`config.mk`:
```
export PLATFORM = sky130hd
export DESIGN_NAME = lutram_fifo32_ctrl
export DESIGN_NICKNAME = d
export VERILOG_FILES = /design/src/rtl/lutram_fifo_pkg.sv /design/src/rtl/lutram_fifo_out_reg.sv /design/src/rtl/lutram_fifo32_ctrl.sv
export SDC_FILE = /design/constraint.sdc
export NUM_CORES = 1
export LEC_CHECK = 0
export BUFFER_PORTS_ARGS = -buffer_cell sky130_fd_sc_hd__buf_2
export CAP_MARGIN = 20
export CORE_MARGIN = 1.5
export CORE_UTILIZATION = 43
export CTS_BUF_LIST = sky130_fd_sc_hd__clkbuf_4 sky130_fd_sc_hd__clkbuf_8
export DETAILED_ROUTE_END_ITERATION = 16
export PLACE_DENSITY_LB_ADDON = 0.05
export SKIP_CTS_REPAIR_TIMING = 1
export SYNTH_ARGS = -nofsm -noshare
export SYNTH_HDL_FRONTEND = slang
export SYNTH_SLANG_ARGS = --single-unit
```
`constraint.sdc`:
```
create_clock -name CLK -period 3.27 [get_ports CLK]
set_input_delay 0.327 -clock CLK [delete_from_list [all_inputs] [get_ports CLK]]
set_output_delay 0.327 -clock CLK [all_outputs]
set_load 0.1 [all_outputs]
```
`src/rtl/lutram_fifo_pkg.sv`:
```
// Shared sizes and RAM32M16 port packing for the 32x14 LUTRAM FIFO controller.
package lutram_fifo_pkg;

  localparam int DEPTH   = 32;
  localparam int PTR_W   = 5;
  localparam int CNT_W   = 6;
  localparam int DATA_W  = 14;
  localparam int LVL_MAX = 33;

  // Seven 2-bit RAM32M16 data ports, index 0 = port A .. index 6 = port G
  typedef logic [6:0][1:0] ram_bus_t;

  // 14-bit word -> {DIG,..,DIA}; DIA carries bits [1:0]
  function automatic ram_bus_t pack_ram_di(input logic [DATA_W-1:0] w);
    ram_bus_t b;
    for (int p = 0; p < 7; p++) b[p] = w[2*p +: 2];
    return b;
  endfunction

  // {DOG,..,DOA} -> 14-bit word, same packing as the write side
  function automatic logic [DATA_W-1:0] unpack_ram_do(input ram_bus_t b);
    logic [DATA_W-1:0] w;
    for (int p = 0; p < 7; p++) w[2*p +: 2] = b[p];
    return w;
  endfunction

endpackage

```
`src/rtl/lutram_fifo_out_reg.sv`:
```
// Registered head-of-FIFO stage: captures the RAM read word on load,
// drops valid when the consumer takes it and nothing new is loaded.
module lutram_fifo_out_reg
  import lutram_fifo_pkg::*;
(
  input  logic              clk,
  input  logic              rst_n,
  input  logic              flush,
  input  logic              load,
  input  logic              out_ready,
  input  logic [DATA_W-1:0] din,
  output logic              out_valid,
  output logic [DATA_W-1:0] out_data
);

  // Load has priority over drop; flush only invalidates, data is left as-is
  always_ff @(posedge clk or negedge rst_n) begin
    if (!rst_n) begin
      out_valid <= 1'b0;
      out_data  <= '0;
    end else if (flush) begin
      out_valid <= 1'b0;
    end else if (load) begin
      out_valid <= 1'b1;
      out_data  <= din;
    end else if (out_ready && out_valid) begin
      out_valid <= 1'b0;
    end
  end

endmodule

```
`src/rtl/lutram_fifo32_ctrl.sv`:
```
// Pointer/count controller for a 32-deep x 14-bit FIFO on an external RAM32M16.
// Port H is the write port, ports A..G read the word at rd_ptr (async read).
module lutram_fifo32_ctrl
  import lutram_fifo_pkg::*;
#(
  parameter int AF_LEVEL = 28,
  parameter int AE_LEVEL = 2
) (
  input  logic              CLK,
  input  logic              RESETN,
  input  logic              FLUSH,
  input  logic              IN_VALID,
  output logic              IN_READY,
  input  logic [DATA_W-1:0] IN_DATA,
  output logic              OUT_VALID,
  input  logic              OUT_READY,
  output logic [DATA_W-1:0] OUT_DATA,
  output logic [CNT_W-1:0]  LEVEL,
  output logic              ALMOST_FULL,
  output logic              ALMOST_EMPTY,
  output logic              RAM_WE,
  output logic [PTR_W-1:0]  RAM_WADDR,
  output logic [PTR_W-1:0]  RAM_RADDR,
  output logic [DATA_W-1:0] RAM_DI,
  input  logic [DATA_W-1:0] RAM_DO
);

  if (AF_LEVEL < 1 || AF_LEVEL > DEPTH) begin : g_af_chk
    $error("lutram_fifo32_ctrl: AF_LEVEL must be in 1..32");
  end
  if (AE_LEVEL < 0 || AE_LEVEL > LVL_MAX) begin : g_ae_chk
    $error("lutram_fifo32_ctrl: AE_LEVEL must be in 0..33");
  end

  localparam logic [CNT_W-1:0] FULL_CNT = CNT_W'(DEPTH);
  localparam logic [CNT_W-1:0] AF_CNT   = CNT_W'(AF_LEVEL);
  localparam logic [CNT_W-1:0] AE_CNT   = CNT_W'(AE_LEVEL);

  logic [PTR_W-1:0] wr_ptr, rd_ptr;
  logic [CNT_W-1:0] ram_cnt;
  logic             push, load;
  logic             out_valid;

  // Ready comes only from the count register, never from OUT_READY, so a
  // full RAM frees its slot one cycle after the load that drains it
  assign IN_READY = (ram_cnt != FULL_CNT) & RESETN;
  assign push     = IN_VALID & IN_READY & ~FLUSH;
  // Empty RAM never loads, so a location is never read in its write cycle
  assign load     = (ram_cnt != '0) & (~out_valid | OUT_READY) & ~FLUSH;

  assign RAM_WE    = push;
  assign RAM_WADDR = wr_ptr;
  assign RAM_RADDR = rd_ptr;
  assign RAM_DI    = pack_ram_di(IN_DATA);

  assign OUT_VALID    = out_valid;
  assign LEVEL        = ram_cnt + CNT_W'(out_valid);
  assign ALMOST_FULL  = ram_cnt >= AF_CNT;
  assign ALMOST_EMPTY = LEVEL <= AE_CNT;

  // Pointers wrap 31->0 by width; count tracks RAM occupancy only
  always_ff @(posedge CLK or negedge RESETN) begin
    if (!RESETN) begin
      wr_ptr  <= '0;
      rd_ptr  <= '0;
      ram_cnt <= '0;
    end else if (FLUSH) begin
      wr_ptr  <= '0;
      rd_ptr  <= '0;
      ram_cnt <= '0;
    end else begin
      if (push) wr_ptr <= wr_ptr + 1'b1;
      if (load) rd_ptr <= rd_ptr + 1'b1;
      case ({push, load})
        2'b10:   ram_cnt <= ram_cnt + 1'b1;
        2'b01:   ram_cnt <= ram_cnt - 1'b1;
        default: ram_cnt <= ram_cnt;
      endcase
    end
  end

  lutram_fifo_out_reg u_out_reg (
    .clk       (CLK),
    .rst_n     (RESETN),
    .flush     (FLUSH),
    .load      (load),
    .out_ready (OUT_READY),
    .din       (unpack_ram_do(RAM_DO)),
    .out_valid (out_valid),
    .out_data  (OUT_DATA)
  );

endmodule

```
==> results of run 1 <==
## flip-flops by register name, indices dropped and copies added, names as in the netlist
name and cells:
u_out_reg.out_data 14, u_out_reg.out_valid 1, RAM_RADDR 5, ram_cnt 6, RAM_WADDR 5
## worst min-delay path by stage
| stage | from | endpoint | cells past startpoint |
|---|---|---|---|
| final | RESETN | RAM_RADDR[0] | 2 |
| after global routing | RESETN | ram_cnt[0] | 2 |
| after CTS | RESETN | RAM_RADDR[0] | 2 |
| after detailed placement | RESETN | ram_cnt[0] | 2 |
| after global placement | RESETN | ram_cnt[0] | 2 |
| after floorplan | RESETN | RAM_RADDR[0] | 0 |
## cell families after synthesis
group,share of synthesized area
multiplexers,0.1314
AND/OR/NAND/NOR,0.1156
AO/OA/AOI/OAI,0.08542
flip-flops,0.4451
XOR/XNOR,0.07538
adder cells (fa/ha/maj),0.06892
buffers and inverters,0.07825
## cell type report
cell class | instances | share of cell area
inverter | 3 | 0.005285
sequential | 31 | 0.3647
timing repair buffer | 60 | 0.1509
tap | 48 | 0.02819
multi-input combinational | 105 | 0.4093
clock buffer | 7 | 0.03934
clock inverter | 1 | 0.002349
## per-stage QoR
| step | util | std cells |
|---|---|---|
| floorplan | - | 157 |
| global placement | 0.5385 | 246 |
| detailed placement | 0.5385 | 246 |
| CTS | 0.5620 | 254 |
| global route | 0.5650 | 255 |
| finish | 0.5650 | 255 |
## routing by layer
metal	track usage	part of all wire	routed length (µm)	vias up
li1	-	-	-	631
met1	0.2047	0.44	1584	643
met2	0.2888	0.47	1697	45
met3	0.04730	0.078	283	13
met4	0.06888	0.019	70	0
met5	0	0	0	-
## placed cells by master, fill, tap and decap left out, drive strengths merged, types with 3 or more instances in the layout
cell type,synthesis,final
nand2,6,6
xnor2,6,6
buf,16,60
dfrtp,31,31
a31oi,3,3
a21oi,6,6
ha,8,8
o21ai,3,3
nand3,3,3
nor3,3,3
nor2,17,17
xor2,9,9
nand4,4,4
mux2i,3,3
clkbuf,2,7
inv,3,3
mux2,17,17
==> results.toml, run 1 <==
[placement]
dp_slack_ps = 419.3
place_hpwl_um = 2794
placed_area_um2 = 2031
io_buffers = 53
gp_congestion = 0.8214

[global_routing]
grt_usage = 0.1710
grt_first_pass_wirelength_um = 5651
grt_pass1_vias = 1261
antenna_found_initial = 0
grt_max_degree = 33
grt_overflow = 0

[clocking]
cts_tree = "done"
clockBufferDepth = 2
clock_insertion_delay_worst_skew_ps = 280
path_clk_slew_ps = 60
cts_made_buffers = 5
cts_root_buf = "clkbuf_8"
cts_num_sinks = 31
htree_levels = 2

[timing]
relSlewSlack = 0.5595
final.min_clock_period_ps = 2865
max_freq_ghz = 0.3490
rsz0062_at_grt = "false"
finalSetupViolCount = 0
worst_slew_pin_slew_ps = 657.7
setup_ws_ps = 404.9
skew_ps = 3.922
whs_ps = 99.16
tns_ps = 0
slew_violations = 0
finalCritPeriodShare = 0.8762
final-hold-violation-count = 0

[floorplanning]
core_area_um2 = 3771
num_rows = 22
initial_core_util = 0.4622
die_height_um = 66.67
dieArea_um2 = 4444
num_io_pins = 82
fp.dieW_um = 66.67

[layout]
ff_latch_area_um2 = 777.0
insertedDiodeCount = 0
final_nets = 248
multi_input_area_um2 = 872.1
fin_area_um2 = 2131
drive_above_1_share = 0.3913
fillers = 338
area_growth_pct = 22.25

[setup_path]
cp_num_buf_inv = 1
r2r-end = "ram_cnt[5]"
rr_startpoint = "ram_cnt[1]"
start_kind = "flop"
required_ps = 3430
critPathCapture = "ram_cnt[5]"
cp.arrival_ps = 3030
crit_type = "flop to flop"
worstRegToRegCells = 10
cpMaxStageDelayCell = "dfrtp_1"
rrSetupSlack_ps = 400
worst-path-max-fanout = 7
cpPeakStageDelay_ps = 460
crit_start = "ram_cnt[1]"
critPathTopFamily = "compound AO/OA/AOI/OAI gates"
path_cells = "nor2_1 -> a31oi_1 -> nor4_1 -> buf_4 -> ha_1 -> a211oi_1 -> o21bai_1 -> a21oi_1 -> mux2i_1 -> mux2_1"
cp.depth = 10
end_kind = "flop"

[synth]
syn-num-nets = 199
yosysTopAreaCell = "dfrtp_1"
synth_common_cells = "31 x dfrtp_1, 17 x nor2_1, 15 x buf_4, 15 x mux2_1, 9 x xor2_1"
synth_most_common_cell = "dfrtp_1"
yosys_warnings = 0
synth-seq-area-share = 0.4451
ys_ff_latch = 31
yosysUniqueCellTypes = 36
async_flop_share = 1.000
synth_area_leaders = "dfrtp_1 45%, mux2_1 9.7%, buf_4 6.5%"
syn_area_per_cell_um2 = 11.10
yosys_most_used_dff = "dfrtp_1"
synthDominantCellAreaShare = 0.4451
netlist_area_um2 = 1743
postSynthCellCount = 157
synth_edf_count = 0

[route]
wirelength_um = 3634
via_per_inst = 5.224
drtAntennaViolNets = 0
route.vias.total = 1332
detail_route.wl_per_cell_um = 14.25
drt_iter0_drc = 72
drtPass1Iterations = 4
drc_errors = 0

[job]
timing.max_cap.violations = 0

[worst_hold_path]
hold_class = "primary input to asynchronous set/reset pin"

[run_status]
status = "finished clean"
Power of run 1 is not shown: default switching activity piles up to over one toggle a cycle in this logic, so the estimate is an artifact.
==> run 2: changes to the inputs <==
PLACE_DENSITY = 0.84   (was unset)
PLACE_DENSITY_LB_ADDON = unset   (was 0.05)
==> results.toml, run 2 (synthesis gave the netlist of run 1 again) <==
[layout]
fillers = 322
insertedDiodeCount = 0
drive_above_1_share = 0.3942
top_regs = "u_out_reg.out_data: 14 flops, ram_cnt: 6 flops"
fin_area_um2 = 2167
final_nets = 249
largest_register_ffs = 14
top_register = "u_out_reg.out_data"
layout_common_cells = "53 x buf_2, 30 x dfrtp_1, 17 x nor2_1"
area_growth_pct = 24.34
final_common_cell = "buf_2"

[global_routing]
grt_use_met3 = 0.05912
grt_max_degree = 33
grt_pass1_vias = 1218
grt_util_met1 = 0.2142
busiest_layer = "met2"
grt_usage = 0.1749
met2_usage = 0.2800
grt_overflow = 0
antenna_found_initial = 0
grt_first_pass_wirelength_um = 5699

[timing]
relSlewSlack = 0.5439
tns_ps = 0
final-hold-violation-count = 0
setup_ws_ps = 481.8
max_freq_ghz = 0.3587
finalCritPeriodShare = 0.8527
slew_violations = 0
skew_ps = 7.519
rsz0062_at_grt = "false"
final.min_clock_period_ps = 2788
finalSetupViolCount = 0
worst_slew_pin_slew_ps = 681.0

[route]
via_per_inst = 5.184
drt_iter0_drc = 31
drtAntennaViolNets = 0
drc_errors = 0
wirelength_um = 3462
detail_route.wl_per_cell_um = 13.52
drtPass1Iterations = 4
route.vias.total = 1327

[setup_path]
start_kind = "flop"
end_kind = "flop"
rr_startpoint = "ram_cnt[4]"
cpPeakStageDelay_ps = 480
cpMaxStageDelayCell = "dfrtp_1"
path_cells = "nor3_4 -> a31oi_1 -> nor4_1 -> buf_4 -> ha_1 -> a211oi_1 -> o21bai_1 -> a21oi_1 -> mux2i_1 -> mux2_1"
crit_type = "flop to flop"
required_ps = 3440
crit_start = "ram_cnt[4]"
worst-path-max-fanout = 6
cp.arrival_ps = 2950

[placement]
io_buffers = 53
dp_slack_ps = 524.2
placed_area_um2 = 2038
place_hpwl_um = 2521
gp_congestion = 0.8438

[floorplanning]
initial_core_util = 0.4622
core_area_um2 = 3771
die_height_um = 66.67
num_io_pins = 82
fp.dieW_um = 66.67
num_rows = 22
dieArea_um2 = 4444

[clocking]
clock_insertion_delay_worst_skew_ps = 280
cts_num_sinks = 31
htree_levels = 2
cts_root_buf = "clkbuf_8"
cts_tree = "done"
cts_made_buffers = 5
clockBufferDepth = 2
path_clk_slew_ps = 70

[run_status]
status = "finished clean"

[worst_hold_path]
hold_class = "primary input to asynchronous set/reset pin"

[job]
timing.max_cap.violations = 0
-- run 2: cell types whose count changed in the layout (fill, tap and decap cells not counted) --
cell,change
bufinv_16,+1
clkbuf_4,-2
clkbuf_8,+1
buf_4,+1
-- run 2: metrics by stage --
step,instances,util,hold slack [ps]
floorplan,157,-,31.41
global placement,247,0.5405,395.1
detailed placement,247,0.5405,405.1
CTS,255,0.5717,97.20
global route,256,0.5747,124.1
finish,256,0.5747,89.20
-- run 2: worst max-delay path: cells and delay by family (launching register included) --
kind                       cells  cell delay, ps
AOI/OAI and AO/OA              4             660
muxes                          2             560
and+or+nand+nor                2             550
DFF                            1             480
adders and majority gates      1             240
buffers and inverters          1             190
-- run 2: worst paths after layout --
path | to | slack [ps] | cells after the start
max in group asynchronous | u_out_reg.out_valid | 2890 | 2
min reg2reg | u_out_reg.out_data[5] | 480 | 1
max | ram_cnt[5] | 480 | 10
min | u_out_reg.out_valid | 90 | 2
max reg2reg | ram_cnt[5] | 480 | 10
min in group CLK | u_out_reg.out_data[2] | 260 | 2
-- run 2: layer usage --
layer,share of wire,routed length [µm]
met1,0.40,1378
met2,0.49,1706
met3,0.086,298
met4,0.023,79
met5,0,0
-- run 2: final cells by class --
cell class                 count  area [µm²]  area share
timing repair buffer          61       329.1      0.1518
clock inverter                 2       35.03     0.01617
clock buffer                   6       82.58     0.03811
tap                           48       60.06     0.02771
inverter                       3       11.26    0.005196
multi-input combinational    105       872.1      0.4024
sequential                    31       777.0      0.3585
Power of run 2 is left out for the same reason.
